File: src/rtl/freq_lock_regulator.sv
// freq_lock_regulator
// Measures the high time of psi in clk cycles, compares it with set_period and
// steps a divider value once per pulse. adjust_div carries the inverted divider
// value to the downstream programmable divider. locked rises after LOCK_COUNT
// consecutive in-band pulses.
//
// Handshake: meas_valid is a one-cycle, ready-less strobe. It is high only in
// the UPDATE cycle while en=1. duration is valid whenever meas_valid is high.
// inc/dec/locked/adjust_div take their new values on the edge that ends that
// cycle.
module freq_lock_regulator #(
   parameter int CNT_W       = 8,
   parameter int DIV_W       = 8,
   parameter int DIV_INIT    = 1,
   parameter int DIV_MIN     = 1,
   parameter int DIV_MAX     = 255,
   parameter int DEADBAND    = 0,
   parameter int COARSE_THR  = 8,
   parameter int COARSE_STEP = 4,
   parameter int LOCK_COUNT  = 4
) (
   input  logic             clk,
   input  logic             rst,
   input  logic             en,
   input  logic             psi,
   input  logic [CNT_W-1:0] set_period,
   output logic [DIV_W-1:0] adjust_div,
   output logic [CNT_W-1:0] duration,
   output logic             meas_valid,
   output logic             inc,
   output logic             dec,
   output logic             locked,
   output logic [1:0]       dbg_state
);

   localparam int LOCK_W = $clog2(LOCK_COUNT + 1);

   localparam logic [CNT_W-1:0]        CNT_SAT  = '1;
   localparam logic signed [CNT_W:0]   DB_POS   = (CNT_W+1)'(DEADBAND);
   localparam logic signed [CNT_W:0]   DB_NEG   = -DB_POS;
   localparam logic [CNT_W:0]          THR      = (CNT_W+1)'(COARSE_THR);
   localparam logic [DIV_W:0]          STEP_C   = (DIV_W+1)'(COARSE_STEP);
   localparam logic [DIV_W:0]          STEP_F   = (DIV_W+1)'(1);
   localparam logic [DIV_W:0]          MAX_X    = (DIV_W+1)'(DIV_MAX);
   localparam logic [DIV_W:0]          MIN_X    = (DIV_W+1)'(DIV_MIN);
   localparam logic [DIV_W-1:0]        INIT_DIV = DIV_W'(DIV_INIT);
   localparam logic [LOCK_W-1:0]       LOCK_N   = LOCK_W'(LOCK_COUNT);

   typedef enum logic [1:0] {
      S_WAIT_LOW = 2'd0,
      S_IDLE     = 2'd1,
      S_MEASURE  = 2'd2,
      S_UPDATE   = 2'd3
   } state_t;

   state_t              r_state;
   state_t              w_next;
   logic                r_psi_q;
   logic [CNT_W-1:0]    r_cnt;
   logic [CNT_W-1:0]    r_duration;
   logic [DIV_W-1:0]    r_div;
   logic                r_inc;
   logic                r_dec;
   logic                r_locked;
   logic [LOCK_W-1:0]   r_lock_cnt;

   logic                w_rise;
   logic                w_cnt_load;
   logic                w_cnt_step;
   logic                w_capture;
   logic                w_update;
   logic signed [CNT_W:0] w_err;
   logic [CNT_W:0]      w_abs;
   logic                w_too_long;
   logic                w_too_short;
   logic [DIV_W:0]      w_step;
   logic [DIV_W:0]      w_div_x;
   logic [DIV_W:0]      w_up;
   logic [DIV_W-1:0]    w_div_inc;
   logic [DIV_W-1:0]    w_div_dec;

   assign w_rise = psi & ~r_psi_q;

   // Error is duration minus target, one bit wider so it never wraps.
   assign w_err       = $signed({1'b0, r_duration}) - $signed({1'b0, set_period});
   assign w_abs       = w_err[CNT_W] ? $unsigned(-w_err) : $unsigned(w_err);
   assign w_too_long  = w_err > DB_POS;
   assign w_too_short = w_err < DB_NEG;
   assign w_step      = (w_abs > THR) ? STEP_C : STEP_F;

   // Divider stepping is done one bit wider and clamped, so it never wraps.
   assign w_div_x   = {1'b0, r_div};
   assign w_up      = w_div_x + w_step;
   assign w_div_inc = (w_up > MAX_X) ? MAX_X[DIV_W-1:0] : w_up[DIV_W-1:0];
   assign w_div_dec = (w_div_x < MIN_X + w_step) ? MIN_X[DIV_W-1:0]
                                                 : r_div - w_step[DIV_W-1:0];

   assign adjust_div = ~r_div;
   assign duration   = r_duration;
   assign meas_valid = w_update;
   assign inc        = r_inc;
   assign dec        = r_dec;
   assign locked     = r_locked;
   assign dbg_state  = r_state;

   // State register.
   always_ff @(posedge clk or posedge rst) begin
      if (rst) r_state <= S_WAIT_LOW;
      else     r_state <= w_next;
   end

   // Next-state and per-cycle control strobes; en=0 forces a restart from WAIT_LOW.
   always_comb begin
      w_next     = r_state;
      w_cnt_load = 1'b0;
      w_cnt_step = 1'b0;
      w_capture  = 1'b0;
      w_update   = 1'b0;
      if (!en) begin
         w_next = S_WAIT_LOW;
      end else begin
         case (r_state)
            S_WAIT_LOW: if (!psi) w_next = S_IDLE;
            S_IDLE: begin
               if (w_rise) begin
                  w_next     = S_MEASURE;
                  w_cnt_load = 1'b1;
               end
            end
            // psi_q is always 1 here, so psi low is exactly the falling edge.
            S_MEASURE: begin
               if (psi) begin
                  w_cnt_step = 1'b1;
               end else begin
                  w_capture = 1'b1;
                  w_next    = S_UPDATE;
               end
            end
            S_UPDATE: begin
               w_update = 1'b1;
               if (w_rise) begin
                  w_next     = S_MEASURE;
                  w_cnt_load = 1'b1;
               end else begin
                  w_next = S_IDLE;
               end
            end
            default: w_next = S_WAIT_LOW;
         endcase
      end
   end

   // One-cycle delayed copy of psi for edge detection.
   always_ff @(posedge clk or posedge rst) begin
      if (rst) r_psi_q <= 1'b0;
      else     r_psi_q <= psi;
   end

   // High-time counter (saturating) and capture of the finished measurement.
   always_ff @(posedge clk or posedge rst) begin
      if (rst) begin
         r_cnt      <= '0;
         r_duration <= '0;
      end else if (!en) begin
         r_cnt <= '0;
      end else begin
         if (w_cnt_load)                          r_cnt <= CNT_SAT - CNT_SAT + 1'b1;
         else if (w_cnt_step && r_cnt != CNT_SAT) r_cnt <= r_cnt + 1'b1;
         if (w_capture) r_duration <= r_cnt;
      end
   end

   // Divider stepping, direction flags and lock tracking, once per measurement.
   always_ff @(posedge clk or posedge rst) begin
      if (rst) begin
         r_div      <= INIT_DIV;
         r_inc      <= 1'b0;
         r_dec      <= 1'b0;
         r_locked   <= 1'b0;
         r_lock_cnt <= '0;
      end else if (!en) begin
         r_locked   <= 1'b0;
         r_lock_cnt <= '0;
      end else if (w_update) begin
         r_inc <= w_too_short;
         r_dec <= w_too_long;
         if (w_too_short)     r_div <= w_div_inc;
         else if (w_too_long) r_div <= w_div_dec;
         if (w_too_short || w_too_long) begin
            r_lock_cnt <= '0;
            r_locked   <= 1'b0;
         end else begin
            if (r_lock_cnt != LOCK_N) r_lock_cnt <= r_lock_cnt + 1'b1;
            r_locked <= (r_lock_cnt >= LOCK_N - 1'b1);
         end
      end
   end

endmodule

File: config.mk
export PLATFORM = sky130hd
export DESIGN_NAME = freq_lock_regulator
export DESIGN_NICKNAME = d
export VERILOG_FILES = /design/src/rtl/freq_lock_regulator.sv
export SDC_FILE = /design/constraint.sdc
export NUM_CORES = 1
export LEC_CHECK = 0
export ABC_AREA = 1
export BUFFER_PORTS_ARGS = -buffer_cell sky130_fd_sc_hd__buf_2
export CORE_MARGIN = 2
export CORE_UTILIZATION = 30
export CTS_CLUSTER_DIAMETER = 200
export CTS_CLUSTER_SIZE = 8
export DETAILED_ROUTE_END_ITERATION = 8
export HOLD_SLACK_MARGIN = 0.1
export PLACE_DENSITY = 0.59
export SLEW_MARGIN = 10
export SYNTH_ARGS = -nofsm -noshare
export SYNTH_HDL_FRONTEND = slang
export SYNTH_SLANG_ARGS = --single-unit
export TNS_END_PERCENT = 1
File: constraint.sdc
create_clock -name clk -period 3.7 [get_ports clk]
set_input_delay 0.185 -clock clk [delete_from_list [all_inputs] [get_ports clk]]
set_output_delay 0.185 -clock clk [all_outputs]
set_load 0.01 [all_outputs]
Word-level counts from Yosys, hierarchy flattened
Cells that the tools add are included.
{"block": "classes", "n_addsub": 7, "n_mul": 0, "div_mod_pow": 0, "magnitude_cmp": 6, "eq_ne": 11, "shifts": 0, "muxes": 33, "bitwise": 3, "reduce_logical": 10}
{"operator": "two-way mux 8 bit", "count": 7}
{"operator": "two-way mux 3 bit", "count": 5}
{"operator": "two-way mux 1 bit", "count": 14}
{"operator": "!= test 3 bit, second input constant", "count": 4}
{"operator": "two-way mux 2 bit", "count": 5}
{"operator": "adder 8 x 3 -> 9 bit", "count": 1}
{"operator": "> comparator 9 x 1 -> 1 bit, second input constant", "count": 1}
{"operator": "> comparator 9 x 4 -> 1 bit, second input constant", "count": 1}
{"operator": "> comparator 9 x 8 -> 1 bit, second input constant", "count": 1}
{"operator": "< comparator 9 x 1 -> 1 bit, second input constant", "count": 1}
{"operator": "two-way mux 9 bit", "count": 1}
{"operator": "negator 9 bit", "count": 1}
{"operator": "subtractor 8 x 8 -> 9 bit", "count": 1}
{"operator": "adder 8 x 1 -> 8 bit, second input constant", "count": 1}
{"operator": "< comparator 8 x 4 -> 1 bit", "count": 1}
{"operator": "!= test 8 bit, second input constant", "count": 1}
{"operator": "NOT 8 bit", "count": 1}
{"operator": "one-hot mux 2 bit (4 select lines)", "count": 1}
{"operator": "subtractor 8 x 3 -> 8 bit", "count": 1}
{"operator": "!= test 3 x 1 -> 1 bit, second input constant", "count": 2}
{"operator": "AND reduction 2 bit", "count": 3}
{"operator": "AND reduction 3 bit", "count": 2}
{"operator": "adder 1 x 3 -> 4 bit, first input constant", "count": 1}
{"operator": "equality test 2 bit, second input constant", "count": 2}
{"operator": "other kinds (11)", "count": 11}
{"block": "word_totals", "reg_bits": 33, "latch_bits": 0, "ram_bits": 0, "romBits": 0, "inputBits": 12, "out_inout_bits": 22, "wordCells": 79, "memories": 0}

Depth between registers and ports, before layout
{"block": "depth", "word_depth": 10, "depth_mapped": 28, "depth_no_buf": 28}

Worst setup path after synthesis
Ideal clock, no wire load.
{"block": "synth_path", "path_kind": "reg2reg", "from": "reg r_duration[0], in the netlist duration[0]", "to": "reg r_div[2]", "setup_time_ps": 74, "t_arrival_ps": 3322, "required_time_ps": 3626, "slack_ps": 304, "stages_incl_launch_ff": 27, "n_path_buf": 0, "synth_period_minus_slack_ps": 3396, "path_cell_list": "dfrtp_1 inv_1 ha_1 inv_2 fa_1 inv_1 ha_1 inv_1 nor2_4 nand3_1 nand3_1 o21ai_0 inv_1 nand2_1 a21oi_2 ha_1 inv_1 nand2_1 a21oi_2 nand2_1 nor3_2 nand2_1 o21ai_0 nand2_1 o21ai_0 nand2_2 o21ai_2"}
{"block": "synth_via", "elab_chain_len": 10}
{"item": "from (decl)", "line": "60", "rtl": "logic [CNT_W-1:0] r_duration;"}
{"item": "from (signal assigned)", "line": "169", "rtl": "if (w_capture) r_duration <= r_cnt;"}
{"item": "subtractor 8 x 8 -> 9 bit *", "line": "85", "rtl": "assign w_err = $signed({1'b0, r_duration}) - $signed({1'b0, set_period});"}
{"item": "parallel branches: the longest is 9 deep, another holds negator 9 bit"}
{"item": "to (signal assigned)", "line": "187", "rtl": "if (w_too_short) r_div <= w_div_inc;"}
{"item": "to (signal assigned)", "line": "188", "rtl": "else if (w_too_long) r_div <= w_div_dec;"}
{"item": "to (decl)", "line": "61", "rtl": "logic [DIV_W-1:0] r_div;"}
Mark *: on every way between the ends. The select of a mux whose other input is x is not followed.
A chain may end at the register's enable or synchronous reset.

Final worst setup path
Ends and elaborated chain as after synthesis.

==> impl_metrics.yaml <==
outcome:
  status: "completed"
worst_setup_path:
  max_stage_delay_ns: 0.41
  slowest_stage: "fa_2"
  path_max_fanout: 5
  crit_type: "register to register"
  endpoint_kind: "register"
  path_cells: "inv_1 > ha_2 > inv_2 > fa_2 > inv_2 > ha_4 > inv_1 > nor2_4 > o211ai_1 > nand3_1 > nand4_1 > a21oi_4 > ha_4 > ha_4 > nand2_2 > a21oi_2 > nand2_1 > nor3_2 > nand2_2 > o21ai_1 > nand2_1 > o21ai_2 > nand2_2 > o21ai_2"
  reg2reg_slack_ns: 0.17
  r2r_cells: 24
  crit_required_ns: 3.92
  reg2reg_to: "r_div[2]"
  crit_arrival_ns: 3.75
  r2r_start: "duration[0]"
  cp-start-kind: "register"
drt:
  drt_iter0_drc: 80
  num_vias: 2605
  drc: 0
  wirelength_um: 6546
  viasPerCell: 4.762
  drtPass1Iterations: 5
  wl_per_cell_um: 11.97
  ant_nets: 0
sta:
  setup_viol: 0
  hold_violations: 0
  fin_setup_tns_ns: 0
  rsz0062_at_grt: "true"
  finalCritPeriodShare_pct: 95.37
  slew_violations: 0
  slew_headroom_pct: 65.95
  fin_crit_ns: 3.529
  max_freq_ghz: 0.2834
  worst_slew_pin_slew_ns: 0.5093
  setup_ws_ns: 0.1712
  whs_ns: 0.2398
  finalClockSkew_ns: 0.004856
hold_path:
  hp-start: "en"
  hold_class: "input port to register"
  min_to: "dbg_state[0]"
  hold_depth: 3
floorplanning:
  dieHeight_um: 99.33
  die_w_um: 99.33
  dieArea_mm2: 0.009866
  initial_core_util_pct: 31.11
  ios: 34
  core_area_mm2: 0.008763
  rows: 34
placed_design:
  dp_hpwl_um: 5054
  dp_slack_ns: 0.007286
  port_buffers: 33
  gp_congestion: 0.8320
  dp_cells: 528
  placed_area_mm2: 0.003025
synthesis:
  synth_nets: 420
  ys_top_cells_by_area: "dfrtp_1 29%, nand2_1 12%, ha_1 9.6%"
  synthArstFlopShare_pct: 100.0
  yosys_most_used_dff: "dfrtp_1"
  yosysTopAreaCell: "dfrtp_1"
  synth-edff-count: 0
  synth_area_mm2: 0.002726
  synth_top_area_share_pct: 29.37
  ys_seq_area_share_pct: 30.34
  synth_common_cells: "90 x nand2_1, 62 x inv_1, 34 x o21ai_0"
  syn_inst: 386
  yosys_warnings: 0
  synth_most_common_cell: "nand2_1"
  ys_ff_latch: 33
  post_synth.cell_area_avg_um2: 7.063
  yosys.cell_types.count: 34
finish:
  fin_area_mm2: 0.003349
  utilization_pct: 38.22
  nNetsFinal: 472
  regArea_um2: 827.0
  nFillCells: 914
  drive_gt1_share_pct: 26.65
  instances_no_fill: 547
  area_growth_pct: 22.85
  antenna_cells: 0
  multi_input_area_mm2: 0.001724
grt:
  antenna_found_initial: 0
  overflow: 0
  grt_start_max_net_pins: 34
  grt_use_total_pct: 14.02
  grt_pass1_vias: 2574
  grt_pass1_wl_um: 11510
power_and_ir_drop:
  power_density_mw_per_mm2: 527.1
  power.leakage_nw: 1.711
  ir_worst_vdd_v: 0.0001782
  p_total_mw: 1.765
clock_network:
  clk_pin_slew_ns: 0.07
  cts.sinks: 33
  clock_path_buffers: 2
  cts_buffers: 5
  clockRootBuffer: "clkbuf_8"
  cts_max_level: 2
  cts_tree: "done"
  clkLatencyLatePin_ns: 0.29
flow_run:
  maxCapViolCount: 0
[where the power goes]
part / internal, mW / switching (mW)
clock: 0.219 / 0.145
sequential: 0.432 / 0.0836
combinational: 0.369 / 0.517
total: 1.02 / 0.745
[placed cells by master, fill, tap and decap left out, types with 2 or more instances in the layout]
cell type      synthesis  final
o21ai_0               34     31
nand3b_1               2      2
ha_4                   0      4
nor2_1                31     31
o21ai_1                2      4
clkbuf_8               0      6
xor2_1                 7      7
nand4_1                5      5
a21oi_2                3      4
inv_2                  7      9
nor3_2                 1      2
dlygate4sd3_1          0      2
dfrtp_1               32     32
inv_1                 62     59
nand3_2                2      4
nand3_1               32     29
nand3_4                1      2
nand2_2               11     16
o21ai_2                8      9
nor3_1                 6      5
inv_4                  1      2
nand2_1               90     85
nor2_4                 2      2
a21oi_1               12     10
ha_1                  21     16
buf_4                  0     12
o211ai_1               2      2
buf_2                  0     33
nand4_2                2      2
[cell type report]
cell class,count,area share (%)
Clock buffer,6,2.465
Clock inverter,2,1.121
Inverter,70,7.994
Multi-Input combinational cell,281,51.48
Sequential cell,33,24.69
Tap cell,108,4.034
Timing Repair Buffer,47,8.218
[worst max path at each step]
| stage | startpoint | to | slack [ns] | cells past startpoint |
|---|---|---|---|---|
| finish | duration[0] | r_div[2] | 0.17 | 24 |
| floorplan | duration[0] | r_div[2] | 0.30 | 26 |
| detailed placement | duration[0] | r_div[2] | 0.007 | 24 |
| global route | duration[0] | r_div[2] | -0.03 | 24 |
| global placement | duration[0] | r_div[2] | 0.14 | 24 |
| CTS | duration[0] | r_div[2] | 0.04 | 25 |
[kinds of logic (layout without fill, tap and decap cells)]
| kind of cell | after synthesis | in the layout | synth area share (%) |
|---|---|---|---|
| xor+xnor | 7 | 7 | 2.249 |
| simple gates | 189 | 189 | 33.00 |
| compound gates | 63 | 63 | 13.45 |
| buf+inv | 72 | 125 | 10.60 |
| fa+ha+maj | 22 | 22 | 10.37 |
| flops | 33 | 33 | 30.34 |
[worst max-delay path: cells and delay by family (launching register included)]
kind,cells,cell delay (ns)
simple gates,9,1.07
fa+ha+maj,5,1.03
compound gates,6,0.73
flops,1,0.38
buf+inv,4,0.26
[registers in the layout, summed over array words and instances, names as in the netlist, 2 cells and up]
register    cells
duration        8
r_cnt           8
r_div           8
r_lock_cnt      3
dbg_state       2
[metal layers]
layer	GRT usage, %	part of all wire [%]	vias to the layer above
met5	0	0	-
met4	5.163	1.8	0
met3	1.546	2.1	8
met2	24.12	50	27
met1	18.16	46	1215
li1	-	-	1355
[repair_timing]
item,in CTS,in global routing
setup buffers,1,8
resized for setup,0,30
endpoints found under the hold margin,33,0
pin swaps,1,10
setup endpoints to repair,2,8
hold buffers,2,0
(Power assumes the default switching activity.)
